<file path="src/rtl/prio_load_sequencer.sv">
// Serializes three async edge requests (A>B>C) and a data stream onto one valid/ready channel.
// Optional PLS_DROP_CNT_EN adds a saturating count of requests lost while already pending.
module prio_load_sequencer #(
  parameter int W     = 2,
  parameter int VAL_A = 2,
  parameter int VAL_B = 1,
  parameter int VAL_C = 0
) (
  input  logic         clk,
  input  logic         rst,
  input  logic         req_a,
  input  logic         req_b,
  input  logic         req_c,
  input  logic [W-1:0] d_in,
  input  logic         d_valid,
  output logic         d_ready,
  output logic [W-1:0] q,
  output logic [1:0]   q_src,
  output logic         out_valid,
`ifdef PLS_DROP_CNT_EN
  output logic [7:0]   drop_cnt,
`endif
  input  logic         out_ready
);

  localparam logic [W-1:0] VA = W'(VAL_A);
  localparam logic [W-1:0] VB = W'(VAL_B);
  localparam logic [W-1:0] VC = W'(VAL_C);

  typedef enum logic {S_IDLE, S_HOLD} state_t;

  state_t       state_q;
  logic [2:0]   s1_q, s2_q, hist_q;
  logic [2:0]   pend_q, pend_d;
  logic [2:0]   rise, clr, lost;
  logic [W-1:0] q_q, ld_q;
  logic [1:0]   src_q, ld_src;
  logic         ld, slot_free;

  // Bit 2 is A, bit 1 is B, bit 0 is C throughout.
  assign rise      = s2_q & ~hist_q;
  assign slot_free = (state_q == S_IDLE) | out_ready;

  always_comb begin
    clr    = 3'b000;
    ld     = 1'b0;
    ld_q   = d_in;
    ld_src = 2'd0;
    if (slot_free) begin
      if (pend_q[2]) begin
        clr = 3'b100; ld = 1'b1; ld_q = VA; ld_src = 2'd3;
      end else if (pend_q[1]) begin
        clr = 3'b010; ld = 1'b1; ld_q = VB; ld_src = 2'd2;
      end else if (pend_q[0]) begin
        clr = 3'b001; ld = 1'b1; ld_q = VC; ld_src = 2'd1;
      end else if (d_valid) begin
        ld = 1'b1;
      end
    end
  end

  // A fresh edge beats a same-cycle clear, so the event is served again.
  assign pend_d = (pend_q & ~clr) | rise;
  assign lost   = rise & pend_q & ~clr;

  assign d_ready   = ~rst & slot_free & ~|pend_q;
  assign q         = q_q;
  assign q_src     = src_q;
  assign out_valid = (state_q == S_HOLD);

  always_ff @(posedge clk) begin
    if (rst) begin
      s1_q    <= '0;
      s2_q    <= '0;
      hist_q  <= '0;
      pend_q  <= '0;
      q_q     <= '0;
      src_q   <= '0;
      state_q <= S_IDLE;
    end else begin
      s1_q   <= {req_a, req_b, req_c};
      s2_q   <= s1_q;
      hist_q <= s2_q;
      pend_q <= pend_d;
      if (slot_free) begin
        if (ld) begin
          q_q     <= ld_q;
          src_q   <= ld_src;
          state_q <= S_HOLD;
        end else begin
          state_q <= S_IDLE;
        end
      end
    end
  end

`ifdef PLS_DROP_CNT_EN
  logic [7:0] cnt_q, cnt_d;
  logic [8:0] cnt_sum;

  assign cnt_sum = {1'b0, cnt_q} + 9'(lost[0]) + 9'(lost[1])
                 + 9'(lost[2]);
  assign cnt_d   = cnt_sum[8] ? 8'hFF : cnt_sum[7:0];
  assign drop_cnt = cnt_q;

  always_ff @(posedge clk) begin
    if (rst) cnt_q <= '0;
    else     cnt_q <= cnt_d;
  end
`else
  logic unused_lost;
  assign unused_lost = ^lost;
`endif

endmodule
</file>
<file path="config.mk">
export PLATFORM = sky130hd
export DESIGN_NAME = prio_load_sequencer
export DESIGN_NICKNAME = d
export VERILOG_FILES = /design/src/rtl/prio_load_sequencer.sv
export SDC_FILE = /design/constraint.sdc
export NUM_CORES = 1
export LEC_CHECK = 0
export CAP_MARGIN = 30
export CORE_MARGIN = 2
export CORE_UTILIZATION = 40
export CTS_CLUSTER_SIZE = 25
export DETAILED_ROUTE_END_ITERATION = 10
export GPL_TIMING_DRIVEN = 0
export PLACE_DENSITY = 0.7
export SLEW_MARGIN = 20
export SYNTH_ARGS = -nofsm -noshare
export SYNTH_HDL_FRONTEND = slang
export SYNTH_SLANG_ARGS = --single-unit
export TNS_END_PERCENT = 100
</file>
<file path="constraint.sdc">
create_clock -name clk -period 1.15 [get_ports clk]
set_input_delay 0.115 -clock clk [delete_from_list [all_inputs] [get_ports clk]]
set_output_delay 0.115 -clock clk [all_outputs]
set_load 0.02 [all_outputs]
</file>
==> reports/results.ini <==
[status]
status=finished with violations
violations=negative setup slack

[synth]
yosysTopAreaCell=dfxtp_1
async_reset_ff_share_pct=0
synth_common_cells=dfxtp_1, nor2b_1, a21oi_1, nor2_1, nand2b_1
ys_types=16
yosysWarnings=0
postSynthCellCount=60
synth_seq_cells=17
synth_most_common_cell=dfxtp_1
synth_top_cell_area_share_pct=57.0
yosys-top-cells-area=dfxtp_1, nor2b_1, a21oi_1, nor2_1, nand2b_1
syn_area_um2=597
synth-main-ff-cell=dfxtp_1
ys_seq_area_share_pct=57.0
synth_area_per_cell_um2=9.95
synth_edf_count=0
synth_nets=69

[worst_setup_path]
crit_chain=or4_4, a21oi_2, a211oi_1
cp-start-kind=flop
cp-end-kind=flop
worst_path_largest_cell_delay_ns=0.57
path_class=reg -> reg
ff2ff_path_depth=3
r2r_start=pend_q[1]
crit_path_max_fanout=5
worstPathArrival_ns=1.44
slowest_stage=or4_4
r2r_slack_ns=-0.12
crit_required_ns=1.31
r2r-end=q[1]

[global_routing]
grt_pass1_vias=444
grt_pass1_wl_um=1800
antenna_found_initial=0
grt-ovfl-total=0
track_usage_pct=13.4
grt_max_degree=11

[sta]
worst_slack_ns=-0.124
maxSlewHeadroom_pct=73.7
hold_viol=0
rsz0062_at_grt=true
slew_viol_final=0
fin_tns_setup_ns=-0.518
timing.final.crit_period_ns=1.27
finalCritPeriodShare_pct=111
fin_worst_skew_ns=0.00441
clock.fmax_mhz=785
tightest_slew_ns=0.395
setup_violations=5

[run]
drv_cap=0

[power]
power.density_mw_per_mm2=1320
max-vdd-ir-drop_mv=0.730
leakagePower_nw=0.351
power_mw=1.12

[worst_hold_path]
hold_end=s2_q[1]
hold_depth=2
hold_path_class=in -> reg
min_from=rst

[cells_and_area]
fin_nets=91
area_delta_synth_final_pct=42.3
diodes=0
post_route_cells_drive_above_1_share_pct=28.4
stdcell_area_um2=850

[clock_tree]
numCtsBuffers=3
h-tree-depth=1
clock_path_buffers=2
worst_skew_pair.late_latency_ns=0.28
cts.sinks=17
root_buffer=clkbuf_4
cts_tree=yes
path_clk_slew_ns=0.09

[detailed_routing]
first_iter_violations=1
drt-total-wl_um=1050
via_count=484
drtPass1Iterations=2
drcViolationCount=0
ant_nets=0
viasPerCell=5.04
avgRoutedWirePerCell_um=10.9

[die]
ioPinCount=15
die_h_um=42.6
start_util_pct=44.2
die-area_mm2=0.00182
coreArea_mm2=0.00135
num_rows=13
die_x_um=42.6

[placed_design]
postPlaceCellArea_um2=761
io_buffers=13
gp_congestion=0.772
hpwl_um=689

==> sequential cells by signal, indices dropped and copies added (netlist names) <==
name and count:
pend_q 3, s2_q 3, out_valid 1, hist_q 3, s1_q 3, q_src 2, q 2
==> layer usage <==
layer / share of wire [%] / global-route usage, % / up-vias
li1: - / - / 246
met1: 43 / 15.1 / 222
met2: 50 / 22.1 / 14
met3: 6.0 / 3.88 / 2
met4: 0.95 / 7.50 / 0
met5: 0 / 0 / -
==> cell type report <==
class | instances | area (um2)
multi-input combinational | 40 | 290
clock buffer | 4 | 26.3
timing repair buffer | 17 | 151
fill | 124 | 500
tap | 15 | 18.8
buffer | 2 | 8.76
inverter | 1 | 3.75
sequential | 17 | 350
==> metrics by stage <==
step	cells	setup WS [ns]	hold WS, ns	util, %
2_1_floorplan	60	-0.0416	0.243	-
4_1_cts	95	-0.133	0.196	61.0
6_report	96	-0.124	0.200	62.9
3_3_place_gp	88	-0.527	0.419	56.3
3_5_place_dp	88	-0.521	0.425	56.3
5_1_grt	96	-0.171	0.220	62.9
==> cell families (layout without fill, tap and decap cells) <==
kind of cell	after synthesis	count (layout)	share of synthesized area, %
AO/OA/AOI/OAI	16	16	17.6
AND/OR/NAND/NOR	24	24	23.5
flip-flops	17	17	57.0
buffers and inverters	3	24	1.89
==> what timing repair did <==
action                                  4_1_cts  5_1_grt
endpoints found under the setup margin       10        7
gates resized for setup                      18        6
buffers inserted                              3        1
hold buffers                                  0        0
pin swaps                                     7        6
==> how the worst max path moves through the flow <==
stage          startpoint        to  slack [ns]  cells after the start
2_1_floorplan   pend_q[0]      q[1]       -0.04                      3
4_1_cts         pend_q[2]  q_src[1]       -0.13                      3
3_3_place_gp          rst   d_ready       -0.53                      4
6_report        pend_q[1]      q[1]       -0.12                      3
3_5_place_dp          rst   d_ready       -0.52                      4
5_1_grt         out_valid   d_ready       -0.17                      3
==> power by group <==
| part | internal [mW] | total (mW) | switching [mW] |
|---|---|---|---|
| logic | 0.0935 | 0.181 | 0.0873 |
| registers | 0.618 | 0.635 | 0.0167 |
| clock network | 0.134 | 0.307 | 0.172 |
==> cell usage in the layout (no fill, tap or decap) <==
master            n
clkbuf_2          1
o21ai_0           2
inv_1             1
a31oi_1           1
nand2b_1          4
a21oi_2           4
a311oi_2          1
nor2_4            1
a211oi_1          2
nor4b_4           1
or4_4             1
dfxtp_1          13
dfxtp_2           2
o31ai_1           1
o21bai_1          1
buf_4             5
dfxtp_4           2
nor2_1            6
clkdlybuf4s50_1   7
nor2b_4           1
clkbuf_4          3
a21oi_1           3
clkbuf_1          2
a31o_2            1
dlygate4sd2_1     5
nor2b_1          10
==> critical path: cells and delay by family (launching register included) <==
kind	cells	cell delay, ns
and+or+nand+nor	1	0.57
DFF	1	0.38
AOI/OAI and AO/OA	2	0.21
No activity file was read; power rests on OpenSTA's default activity.
